--- config.mk ---
export PLATFORM = sky130hd
export DESIGN_NAME = menu_cursor_ctrl
export DESIGN_NICKNAME = d
export VERILOG_FILES = /design/src/rtl/menu_cursor_ctrl.sv
export SDC_FILE = /design/constraint.sdc
export NUM_CORES = 1
export LEC_CHECK = 0
export CORE_MARGIN = 2
export CORE_UTILIZATION = 60
export CTS_BUF_LIST = sky130_fd_sc_hd__clkbuf_4 sky130_fd_sc_hd__clkbuf_8 sky130_fd_sc_hd__clkbuf_16
export DETAILED_ROUTE_END_ITERATION = 8
export HOLD_SLACK_MARGIN = 0.03
export PLACE_DENSITY_LB_ADDON = 0.2
export SLEW_MARGIN = 20
export SYNTH_ARGS = -nofsm -noshare
export SYNTH_HDL_FRONTEND = slang
export SYNTH_SLANG_ARGS = --single-unit
--- constraint.sdc ---
create_clock -name iCLK -period 4.6 [get_ports iCLK]
set_input_delay 0.69 -clock iCLK [delete_from_list [all_inputs] [get_ports iCLK]]
set_output_delay 0.69 -clock iCLK [all_outputs]
set_load 0.05 [all_outputs]
--- src/rtl/menu_cursor_ctrl.sv ---
// Menu cursor controller: turns decoded arrow-key presses into debounced single steps over NUM_POS positions.
// Optional hold-to-repeat stepping is built when MENU_CURSOR_AUTO_REPEAT_EN is defined.
module menu_cursor_ctrl #(
  parameter int NUM_POS        = 3,
  parameter int POS_W          = 2,
  parameter int RESET_POS      = 1,
  parameter int WRAP           = 0,
  parameter int LOCKOUT_CYCLES = 2500000,
  parameter int REPEAT_DELAY   = 25000000,
  parameter int REPEAT_PERIOD  = 10000000
) (
  input  logic             iCLK,
  input  logic             iRST_n,
  input  logic             iArriba,
  input  logic             iAbajo,
  input  logic             iInterrupt,
  output logic [POS_W-1:0] oPos,
  output logic             oMove,
  output logic             oDir,
  output logic             oBusy,
  output logic [1:0]       oDbgState
);

  localparam int MAX_AB  = (LOCKOUT_CYCLES > REPEAT_DELAY) ? LOCKOUT_CYCLES : REPEAT_DELAY;
  localparam int MAX_CNT = (MAX_AB > REPEAT_PERIOD) ? MAX_AB : REPEAT_PERIOD;
  localparam int CNT_W   = $clog2(MAX_CNT + 1);

  localparam logic [CNT_W-1:0] LOCK_LOAD = CNT_W'(LOCKOUT_CYCLES - 1);
  localparam logic [CNT_W-1:0] CNT_ONE   = CNT_W'(1);
  localparam logic [POS_W-1:0] POS_MAX   = POS_W'(NUM_POS - 1);
  localparam logic [POS_W-1:0] POS_ONE   = POS_W'(1);
  localparam logic [POS_W-1:0] POS_RST   = POS_W'(RESET_POS);

  typedef enum logic [1:0] {IDLE, STEP, LOCKOUT, HOLD} state_t;

  state_t           r_state, w_state_nxt;
  logic             r_dir_lat, w_dir_lat_nxt;   // 1 = up
  logic [CNT_W-1:0] r_lock_cnt, w_lock_cnt_nxt;
  logic [POS_W-1:0] r_pos, w_pos_nxt, w_step_pos;
  logic             r_move, w_move_nxt;
  logic             r_dir, w_dir_nxt;
  logic             w_valid, w_press_up;
`ifdef MENU_CURSOR_AUTO_REPEAT_EN
  localparam logic [CNT_W-1:0] DELAY_LOAD  = CNT_W'(REPEAT_DELAY - 1);
  localparam logic [CNT_W-1:0] PERIOD_LOAD = CNT_W'(REPEAT_PERIOD - 1);
  logic [CNT_W-1:0] r_rpt_cnt, w_rpt_cnt_nxt;
  logic             r_rpt_flag, w_rpt_flag_nxt;
`endif

  // Both arrows together, or no key-active flag, is treated as no press.
  assign w_valid    = iInterrupt & (iArriba ^ iAbajo);
  assign w_press_up = w_valid & iArriba;

  // Up moves toward index 0; ends either clamp or wrap.
  always_comb begin
    w_step_pos = r_pos;
    if (r_dir_lat) begin
      if (r_pos == '0) w_step_pos = (WRAP != 0) ? POS_MAX : r_pos;
      else             w_step_pos = r_pos - POS_ONE;
    end else begin
      if (r_pos >= POS_MAX) w_step_pos = (WRAP != 0) ? '0 : POS_MAX;
      else                  w_step_pos = r_pos + POS_ONE;
    end
  end

  always_comb begin
    w_state_nxt    = r_state;
    w_dir_lat_nxt  = r_dir_lat;
    w_lock_cnt_nxt = r_lock_cnt;
    w_pos_nxt      = r_pos;
    w_move_nxt     = 1'b0;
    w_dir_nxt      = r_dir;
`ifdef MENU_CURSOR_AUTO_REPEAT_EN
    w_rpt_cnt_nxt  = r_rpt_cnt;
    w_rpt_flag_nxt = r_rpt_flag;
`endif
    case (r_state)
      IDLE: begin
`ifdef MENU_CURSOR_AUTO_REPEAT_EN
        w_rpt_flag_nxt = 1'b0;
`endif
        if (w_valid) begin
          w_dir_lat_nxt = w_press_up;
          w_state_nxt   = STEP;
        end
      end
      STEP: begin
        w_pos_nxt      = w_step_pos;
        w_move_nxt     = (w_step_pos != r_pos);
        w_dir_nxt      = r_dir_lat;
        w_lock_cnt_nxt = LOCK_LOAD;
        w_state_nxt    = LOCKOUT;
      end
      LOCKOUT: begin
        if (r_lock_cnt == '0) begin
          w_state_nxt = HOLD;
`ifdef MENU_CURSOR_AUTO_REPEAT_EN
          w_rpt_cnt_nxt = r_rpt_flag ? PERIOD_LOAD : DELAY_LOAD;
`endif
        end else begin
          w_lock_cnt_nxt = r_lock_cnt - CNT_ONE;
        end
      end
      HOLD: begin
        if (!iInterrupt) begin
          w_state_nxt = IDLE;
        end else if (w_valid && (w_press_up != r_dir_lat)) begin
          w_dir_lat_nxt = w_press_up;
          w_state_nxt   = STEP;
`ifdef MENU_CURSOR_AUTO_REPEAT_EN
          w_rpt_flag_nxt = 1'b0;
`endif
        end
`ifdef MENU_CURSOR_AUTO_REPEAT_EN
        // Counter parks at 0 until the same-direction press is valid again.
        else if (r_rpt_cnt == '0) begin
          if (w_valid) begin
            w_state_nxt    = STEP;
            w_rpt_flag_nxt = 1'b1;
          end
        end else begin
          w_rpt_cnt_nxt = r_rpt_cnt - CNT_ONE;
        end
`endif
      end
      default: w_state_nxt = IDLE;
    endcase
  end

  always_ff @(posedge iCLK) begin
    if (!iRST_n) begin
      r_state    <= IDLE;
      r_dir_lat  <= 1'b0;
      r_lock_cnt <= '0;
      r_pos      <= POS_RST;
      r_move     <= 1'b0;
      r_dir      <= 1'b0;
`ifdef MENU_CURSOR_AUTO_REPEAT_EN
      r_rpt_cnt  <= '0;
      r_rpt_flag <= 1'b0;
`endif
    end else begin
      r_state    <= w_state_nxt;
      r_dir_lat  <= w_dir_lat_nxt;
      r_lock_cnt <= w_lock_cnt_nxt;
      r_pos      <= w_pos_nxt;
      r_move     <= w_move_nxt;
      r_dir      <= w_dir_nxt;
`ifdef MENU_CURSOR_AUTO_REPEAT_EN
      r_rpt_cnt  <= w_rpt_cnt_nxt;
      r_rpt_flag <= w_rpt_flag_nxt;
`endif
    end
  end

  assign oPos      = r_pos;
  assign oMove     = r_move;
  assign oDir      = r_dir;
  assign oBusy     = (r_state != IDLE);
  assign oDbgState = r_state;

endmodule

==> flow_summary.toml <==
[synthesis]
yosysMostFrequentCell = "dfxtp_1"
yosysSeqAreaShare = 0.3543
yosys_register_bits = 32
yosysTopAreaCellShare = 0.3543
syn_nets = 228
ys.flop_type = "dfxtp_1"
synth_common_cells = "dfxtp_1 (32), nor2_1 (19), a21oi_1 (18), o21ai_0 (10)"
ys_types = 52
async_reset_ff_frac = 0
yosys_warnings = 0
yosys.area.top_type = "dfxtp_1"
syn-cell-area_um2 = 1808
syn_avg_cell_area_um2 = 8.332
synth_edf_count = 0
yosys-top-cells-area = "dfxtp_1 (35%), a21oi_1 (5.0%), ha_1 (4.2%)"
synthCells = 217

[detailed_routing]
drc_errors = 0
drt_iter0_markers = 178
wirelength_mm = 4.117
firstDrtPassIters = 4
avgRoutedWirePerCell_um = 16.21
vias = 1711
avgViaCountPerCell = 6.736
drtAntennaViolNets = 0

[final_layout]
finalNetCount = 233
layout.cells.non_filler = 254
drive_above_1_share = 0.07623
antenna_cells = 0
fin_util = 0.7007
area_delta_synth_final_pct = 8.720

[place]
preCtsSetupSlack_ps = 1710
io_buffers = 11
hpwl_mm = 2.902
place_inst = 246
gp_congestion = 0.8747

[clocking]
clock-sinks = 32
cts_max_path_buffers = 2
clock_latency_ps = 330
post_cts_buffers = 0
clk_pin_slew_ps = 100
hold_buffers = 0
cts_made_buffers = 5
ctsResizeCount = 0
cts_root_buf = "clkbuf_4"
cts_tree = "yes"
ctsHtreeMaxLevel = 2

[critical_path]
cp_num_buf_inv = 0
end_kind = "flip-flop"
cp.arrival_ps = 3220
critPathSlowestCell = "or4_1"
cpMostUsedCell = "or4_1"
critPathKind = "reg2reg"
crit_chain = "or4_1 > or4_1 > nand2b_1 > a21oi_1 > mux2i_1"
required_ps = 4870
r2r-start = "r_lock_cnt[16]$_SDFFE_PN0P_"
cpLargestDelayFamily = "simple AND/OR/NAND/NOR gates"
critPathMaxFanout = 14
startpoint_type = "flip-flop"
crit_start = "r_lock_cnt[16]$_SDFFE_PN0P_"
cpPeakStageDelay_ps = 800

[die]
die_width_um = 58.90
ios = 12
die_y_um = 58.90
row_count = 19
die-area_um2 = 3469
initial_core_util = 0.6445
core_um2 = 2805

[status]
status = "finished, final reports clean"

[pwr]
p_leak_nw = 0.7517
power_w = 0.001492
power.density_nw_per_um2 = 759.1
irDropWorstVdd_mv = 0.5214

[timing]
skew_ps = 9.840
final.setup.tns_ps = 0
worst_pin_slew_ps = 694.8
grt_setup_unrepaired = "false"
setup_ws_ps = 1643
max_freq_mhz = 338.1
final_max_slew_viol_count = 0
slew_headroom = 0.5353
post-route-min-period_ps = 2957
finalSetupViolCount = 0
finalCritPeriodShare = 0.6429
hold_violations = 0

[hold_path]
min_from = "r_lock_cnt[19]$_SDFFE_PN0P_"
hold_class = "reg2reg"

[global_routing]
track_usage = 0.2688
grt-ovfl-total = 0
grt_pass1_vias = 1595
grt_pass1_wl_mm = 7.107
grt_max_degree = 20
antenna_found_initial = 0

[flow_run]
maxCapViolCount = 0
==> placed cells by master (no fill, tap or decap), drive strengths merged, types with 3 or more instances in the layout <==
cell and instances:
clkbuf 8, nor3 5, nor4 5, nand3 8, o21ai 11, or4 11
xor2 6, nand2b 7, nand4 4, nor2 19, dfxtp 32, mux2i 4
o211a 3, ha 6, nand2 9, a31oi 6, a21oi 18, inv 7
clkdlybuf4s50 11, o211ai 4, or3 8
==> power by group <==
part           switching [W]  total [W]  leakage, nW  internal (W)
logic               0.000549   0.000860        0.450      0.000311
clock network      0.0000917   0.000179       0.0394     0.0000872
registers          0.0000897   0.000453        0.262      0.000364
total               0.000730    0.00149        0.752      0.000762
==> sequential cells by signal (all words and copies together) (netlist names) <==
| register | cells |
|---|---|
| r_lock_cnt | 25 |
| oPos | 2 |
| oDir | 1 |
| oMove | 1 |
| r_dir_lat | 1 |
| oDbgState | 2 |
==> routing by layer <==
metal  share of wire  vias to the layer above  wire, µm  GRT usage
met5               0                        -         0          0
met4           0.021                        0        87     0.1364
met3           0.052                       13       213    0.07912
met2            0.48                       56      1980     0.4206
met1            0.45                      818      1836     0.3347
li1                -                      824         -          -
==> worst reg2reg max path, cell delays in order (launching register included) <==
cell,delay (ps)
dfxtp_1,360
or4_1,620
or4_1,800
nand2b_1,520
a21oi_1,370
mux2i_1,220
==> cell type report <==
type | instances | area, µm²
well taps | 31 | 38.79
repair buffers | 11 | 110.1
multi-input cells | 164 | 1080
flip-flops and latches | 32 | 640.6
clock buffers | 8 | 66.31
inverters | 8 | 30.03
fillers | 232 | 839.6
==> cell families after synthesis <==
family,Yosys count,synth area share
simple gates,86,0.2761
compound gates,60,0.2187
flops,32,0.3543
buf+inv,21,0.04844
xor+xnor,8,0.03876
fa+ha+maj,6,0.04152
mux,4,0.02215
==> per-stage QoR <==
step	cell area, µm²	hold WS (ps)
2_1_floorplan	1808	432.3
3_3_place_gp	1899	452.5
3_5_place_dp	1899	465.0
4_1_cts	1966	489.2
5_1_grt	1966	511.1
6_report	1966	498.0
==> path summary, 6_finish.rpt <==
kind | endpoint | depth (start not counted) | slack (ps)
setup / recovery | oDbgState[1]$_SDFFE_PN0P_ | 5 | 1640
hold / removal | r_lock_cnt[19]$_SDFFE_PN0P_ | 1 | 500
setup reg to reg | oDbgState[1]$_SDFFE_PN0P_ | 5 | 1640
hold reg to reg | r_lock_cnt[19]$_SDFFE_PN0P_ | 1 | 500
(Power assumes the default switching activity.)
